File: src/rtl/isa_dma_arbiter_if.sv
// ISA DMA request/acknowledge lines plus the handshake to the ISA cycle engine.
// The arbiter takes the master modport; the ISA side and engine take the slave.
interface isa_dma_arbiter_if;
  logic [3:0] drq;
  logic [3:0] dack_n;
  logic       xfer_req;
  logic [1:0] xfer_ch;
  logic       xfer_wide;
  logic       xfer_done;

  modport master (
    input  drq,
    input  xfer_done,
    output dack_n,
    output xfer_req,
    output xfer_ch,
    output xfer_wide
  );

  modport slave (
    output drq,
    output xfer_done,
    input  dack_n,
    input  xfer_req,
    input  xfer_ch,
    input  xfer_wide
  );
endinterface

File: src/rtl/isa_dma_arbiter.sv
// Four-channel ISA DMA arbiter: rotating-priority grant, per-channel transfer
// counters with sticky terminal count, wait timeout and a fixed idle gap between grants.
module isa_dma_arbiter #(
  parameter int GAP_CYCLES = 2,
  parameter int TIMEOUT    = 255
) (
  input  logic                clk,
  input  logic                reset_n,
  isa_dma_arbiter_if.master   bus,
  input  logic [3:0]          ch_en,
  input  logic                cnt_load,
  input  logic [1:0]          cnt_ch,
  input  logic [15:0]         cnt_value,
  input  logic [3:0]          tc_clr,
  output logic [3:0]          tc,
  output logic                busy,
  output logic                timeout_err
);

  typedef enum logic [1:0] {IDLE, GRANT, WAIT, GAP} state_t;

  state_t      state;
  logic [3:0]  drq_s1;
  logic [3:0]  drq_s2;
  logic [1:0]  last_grant;
  logic [7:0]  wait_cnt;
  logic [3:0]  gap_cnt;
  logic [15:0] cnt_q [4];
  logic [3:0]  eligible;
  logic [1:0]  win;
  logic        win_valid;
  logic [1:0]  cand;
  logic        done_hit;

  always_ff @(posedge clk or negedge reset_n) begin
    if (!reset_n) begin
      drq_s1 <= '0;
      drq_s2 <= '0;
    end else begin
      drq_s1 <= bus.drq;
      drq_s2 <= drq_s1;
    end
  end

  assign eligible = drq_s2 & ch_en & ~tc;
  assign done_hit = (state == WAIT) && bus.xfer_done;

  // Search starts one past the last winner so every eligible channel gets a turn.
  always_comb begin
    win       = '0;
    win_valid = 1'b0;
    cand      = '0;
    for (int i = 0; i < 4; i++) begin
      cand = last_grant + 2'(i + 1);
      if (!win_valid && eligible[cand]) begin
        win       = cand;
        win_valid = 1'b1;
      end
    end
  end

  always_ff @(posedge clk or negedge reset_n) begin
    if (!reset_n) begin
      state         <= IDLE;
      last_grant    <= 2'd3;
      wait_cnt      <= '0;
      gap_cnt       <= '0;
      bus.dack_n    <= 4'hF;
      bus.xfer_req  <= 1'b0;
      bus.xfer_ch   <= 2'd0;
      bus.xfer_wide <= 1'b0;
      busy          <= 1'b0;
      timeout_err   <= 1'b0;
    end else begin
      case (state)
        IDLE: begin
          if (win_valid) begin
            state         <= GRANT;
            last_grant    <= win;
            bus.xfer_ch   <= win;
            bus.xfer_wide <= win[1];
            bus.dack_n    <= ~(4'b0001 << win);
            bus.xfer_req  <= 1'b1;
            busy          <= 1'b1;
          end
        end
        GRANT: begin
          state        <= WAIT;
          bus.xfer_req <= 1'b0;
          wait_cnt     <= '0;
        end
        WAIT: begin
          if (bus.xfer_done) begin
            state      <= GAP;
            bus.dack_n <= 4'hF;
            gap_cnt    <= '0;
          end else if (wait_cnt == 8'(TIMEOUT - 1)) begin
            state       <= GAP;
            bus.dack_n  <= 4'hF;
            timeout_err <= 1'b1;
            gap_cnt     <= '0;
          end else begin
            wait_cnt <= wait_cnt + 8'd1;
          end
        end
        GAP: begin
          if (gap_cnt == 4'(GAP_CYCLES - 1)) begin
            state <= IDLE;
            busy  <= 1'b0;
          end else begin
            gap_cnt <= gap_cnt + 4'd1;
          end
        end
        default: state <= IDLE;
      endcase
    end
  end

  // A software load beats a completion decrement on the same channel.
  always_ff @(posedge clk or negedge reset_n) begin
    if (!reset_n) begin
      for (int i = 0; i < 4; i++) cnt_q[i] <= '0;
    end else begin
      for (int i = 0; i < 4; i++) begin
        if (cnt_load && cnt_ch == 2'(i))
          cnt_q[i] <= cnt_value;
        else if (done_hit && bus.xfer_ch == 2'(i))
          cnt_q[i] <= cnt_q[i] - 16'd1;
      end
    end
  end

  // Terminal count set outranks a clear strobe; a load clears and suppresses the set.
  always_ff @(posedge clk or negedge reset_n) begin
    if (!reset_n) begin
      tc <= '0;
    end else begin
      for (int i = 0; i < 4; i++) begin
        if (cnt_load && cnt_ch == 2'(i))
          tc[i] <= 1'b0;
        else if (done_hit && bus.xfer_ch == 2'(i) && cnt_q[i] == 16'd0)
          tc[i] <= 1'b1;
        else if (tc_clr[i])
          tc[i] <= 1'b0;
      end
    end
  end

endmodule

File: src/flat_wrapper.sv
// flat-port wrapper written by rule: the top's interface ports become plain ports
module isa_dma_arbiter_flat 
#(
  parameter int GAP_CYCLES = 2,
  parameter int TIMEOUT    = 255
)
  (clk, reset_n, ch_en, cnt_load, cnt_ch, cnt_value, tc_clr, tc, busy, timeout_err, bus_drq, bus_xfer_done, bus_dack_n, bus_xfer_req, bus_xfer_ch, bus_xfer_wide);
  isa_dma_arbiter_if bus_i ();
  input  logic clk;
  input  logic reset_n;
  input  logic [3:0] ch_en;
  input  logic cnt_load;
  input  logic [1:0] cnt_ch;
  input  logic [15:0] cnt_value;
  input  logic [3:0] tc_clr;
  output logic [3:0] tc;
  output logic busy;
  output logic timeout_err;
  input wire logic [$bits(bus_i.drq)-1:0] bus_drq;
  input wire logic [$bits(bus_i.xfer_done)-1:0] bus_xfer_done;
  output wire logic [$bits(bus_i.dack_n)-1:0] bus_dack_n;
  output wire logic [$bits(bus_i.xfer_req)-1:0] bus_xfer_req;
  output wire logic [$bits(bus_i.xfer_ch)-1:0] bus_xfer_ch;
  output wire logic [$bits(bus_i.xfer_wide)-1:0] bus_xfer_wide;
  assign bus_i.drq = bus_drq;
  assign bus_i.xfer_done = bus_xfer_done;
  assign bus_dack_n = bus_i.dack_n;
  assign bus_xfer_req = bus_i.xfer_req;
  assign bus_xfer_ch = bus_i.xfer_ch;
  assign bus_xfer_wide = bus_i.xfer_wide;
  isa_dma_arbiter #(.GAP_CYCLES(GAP_CYCLES), .TIMEOUT(TIMEOUT)) u_core (.clk(clk), .reset_n(reset_n), .bus(bus_i), .ch_en(ch_en), .cnt_load(cnt_load), .cnt_ch(cnt_ch), .cnt_value(cnt_value), .tc_clr(tc_clr), .tc(tc), .busy(busy), .timeout_err(timeout_err));
endmodule
File: config.mk
export PLATFORM = sky130hd
export DESIGN_NAME = isa_dma_arbiter_flat
export DESIGN_NICKNAME = d
export VERILOG_FILES = /design/src/rtl/isa_dma_arbiter_if.sv /design/src/rtl/isa_dma_arbiter.sv /design/src/flat_wrapper.sv
export SDC_FILE = /design/constraint.sdc
export NUM_CORES = 1
export LEC_CHECK = 0
export ABC_AREA = 0
export CORE_MARGIN = 5
export CORE_UTILIZATION = 49
export CTS_CLUSTER_SIZE = 10
export DETAILED_ROUTE_END_ITERATION = 10
export GPL_ROUTABILITY_DRIVEN = 1
export PLACE_DENSITY = 0.73
export SYNTH_ARGS = -nofsm -noshare
export SYNTH_HDL_FRONTEND = slang
export SYNTH_SLANG_ARGS = --single-unit
File: constraint.sdc
create_clock -name clk -period 2.18 [get_ports clk]
set_clock_uncertainty 0.15 [all_clocks]
set_input_delay 0.327 -clock clk [delete_from_list [all_inputs] [get_ports clk]]
set_output_delay 0.327 -clock clk [all_outputs]
set_load 0.01 [all_outputs]
==> metrics <==
MaxCap Viol Count=0; # setup viols final=0; clk_lat worst skew=~380 ps; Final Slew Violations=0; Final Cell Area=roughly 0.0065 sq mm; Syn Inst Count=between 500 and 600; CP Launch Type=flop; total power=about 6300 uW; total grt overflow=0; nets=between 600 and 700; initial antenna violation count=0; Main synth FF type=dfrtp_1; Tightest Hold Check Type=reg2reg; site row count=38; Area after DPL=around 0.0062 sq mm; setup TNS=0 ps; Buffers on Ports=47; RR Startpoint=u_core.wait_cnt[0]$_DFFE_PN0P_; Worst Setup SP=u_core.wait_cnt[0]$_DFFE_PN0P_; final hold violation count=0; ant diodes=0; clock sink total=slightly above 100; Yosys reg bits=approximately 100; Pleak=~0.0026 uW; VDD IR max=between 0.5 and 0.6 mV; RSZ-0062 raised after global routing=false; routed wire length=~13000 um; CP Class=reg2reg; DRT antenna net count=0; Initial Util=50.0%; routability cong.=between 0.9 and 1; f_max=about 480 MHz; fin crit period=approximately 2100 ps; Yosys warning total=0; core area=roughly 0.011 sq mm; vias=~4300; DRT iter0 DRCs=between 200 and 300; syn_nets=a little over 600; Hold Path Origin=u_core.drq_s1[3]$_DFF_PN0_; Die X-Extent=115 um; Pwr Density=about 960 mW/mm^2; status=finished, final reports clean; vias per cell=5.52; CP Capture Type=flop; H-tree depth=3; Worst EP required=around 2300 ps; Routed WL per cell=around 16 um; Worst slew margin=~64%; Die Area=around 0.013 sq mm; EDFF count, synth=0; fraction of registers with async set/reset=100%; commonest non-fill, non-tap cell in the layout=dfrtp_1; most frequent cells in the layout=95 x dfrtp_1, 64 x nor2_1, 56 x nand2_1, 46 x clkdlybuf4s50_1, 43 x xnor2_1; Worst Hold Margin=roughly 200 ps; Worst-Margin Slew=534 ps; Max Root-Sink Buffers=2; dpl hpwl=9160 um; crit path DAT=between 2000 and 2500 ps; P&R area growth vs syn=20.6%; Finished Core Util=about three fifths; root buf cell=clkbuf_8; Num CTS Buffers=9; sequential fraction of the synthesis area=47.0%; drt pass-1 iters=5; die extent in y=between 100 and 150 um; CTS tree=done; Avg Inst Size Synth=9.50 sq um; Unique masters post-synth=between 50 and 60; final worst-path cycle share=95.5%; Clk pin slew, worst setup/hold paths=about 90 ps; IO Pins=48; layout cells sized above 1=between 10% and 20%; first-pass GRT wire length=21500 um; Post-Syn Area=0.00539 sq mm; largest net degree at the start of global routing=42; global-route total usage across every layer=about a fifth; Post-route DRC=0; number of global-route vias before repair=4318; crit-path max FO=4
==> what timing repair did <==
item | CTS | global route
hold buffers | 1 | 0
hold endpoints to repair | 32 | 0
endpoints found under the setup margin | 35 | 19
resized for setup | 3 | 10
setup buffers | 0 | 3
==> power by group <==
part	switching, uW	internal (uW)
logic	1070	1020
clock network	658	676
registers	494	2360
total	2220	4050
==> kinds of logic after synthesis <==
logic type               share of synthesized area, %
adder cells (fa/ha/maj)                          3.94
AO/OA/AOI/OAI                                    11.1
XOR/XNOR                                         10.6
flip-flops                                       47.0
AND/OR/NAND/NOR                                  23.7
buffers and inverters                            3.13
multiplexers                                    0.603
==> layer usage <==
layer | part of all wire (%) | vias up | track usage (%)
met5 | 0 | - | 0
met2 | 49 | 89 | 34.3
met3 | 3.4 | 20 | 4.05
met4 | 2.1 | 0 | 7.67
li1 | - | 2103 | -
met1 | 46 | 2105 | 27.6
==> per-stage QoR <==
stage                     setup slack [ps]  cells
after global placement                -121    762
after global routing                  1.59    782
after detailed placement              -173    762
after CTS                             57.0    779
final                                 97.7    782
after floorplan                       95.6    568
==> registers in the layout, indices dropped and copies added (netlist names), 2 cells and up <==
name               flops
u_core.bus.dack_n      4
u_core.cnt_q          64
u_core.drq_s1          4
u_core.drq_s2          4
u_core.gap_cnt         4
u_core.last_grant      2
u_core.state           2
u_core.tc              4
u_core.wait_cnt        8
==> worst max-delay path, stage by stage, from the launching register on <==
cell and delay, ps:
dfrtp_1 390, inv_1 50, ha_1 180, and3_1 190, a311o_2 410, o21a_1 140
o21ai_2 90, mux2_2 360
==> area by class of cell <==
class / count / area [sq um]
clock inverters: 6 / 86.3
flip-flops and latches: 101 / 2530
well taps: 140 / 175
fillers: 906 / 4290
repair buffers: 80 / 756
inverters: 16 / 60.1
clock buffers: 10 / 138
multi-input cells: 429 / 2760
==> cell usage after synthesis (2+ instances only) <==
cell type  instances  area (sq um)
o21a_1             2          15.0
nand3_1           11          55.1
nor4_1             8          50.1
and3_1             6          37.5
o22ai_1            2          12.5
ha_1              17           213
nand4_1            7          43.8
a22o_1             3          26.3
buf_2              2          10.0
nor3_1            27           135
nand4b_1           7          61.3
nor2_1            64           240
o21ai_1            2          10.0
nand2b_1           7          43.8
nor2b_1            5          31.3
buf_4              4          30.0
a21boi_0           2          15.0
a211oi_1           4          30.0
nor3b_1            3          22.5
a21o_1             3          22.5
mux2_2             2          22.5
o21ai_0           37           185
xor2_1            22           193
nand2_1           56           210
dfrtp_1           95          2380
xnor2_1           43           377
and2_1             4          25.0
dfstp_2            6           158
nand3b_1          10          75.1
inv_1             16          60.1
a21oi_1           42           210
or3_4              2          22.5
and4bb_2           2          25.0
clkbuf_1          14          52.6
and4b_1            5          50.1
or3_1              5          31.3
and3b_1            2          17.5
==> path summary, 6_finish.rpt <==
check,to,slack [ps],cells past startpoint
max reg2reg,u_core.state[1]$_DFFE_PN0P_,100,7
max,u_core.state[1]$_DFFE_PN0P_,100,7
min,u_core.drq_s2[3]$_DFF_PN0_,200,0
min reg2reg,u_core.drq_s2[3]$_DFF_PN0_,200,0
min in group asynchronous,u_core.drq_s1[1]$_DFF_PN0_,320,2
max in group asynchronous,u_core.cnt_q[36]$_DFFE_PN0P_,960,3
No activity file was read; power rests on OpenSTA's default activity.
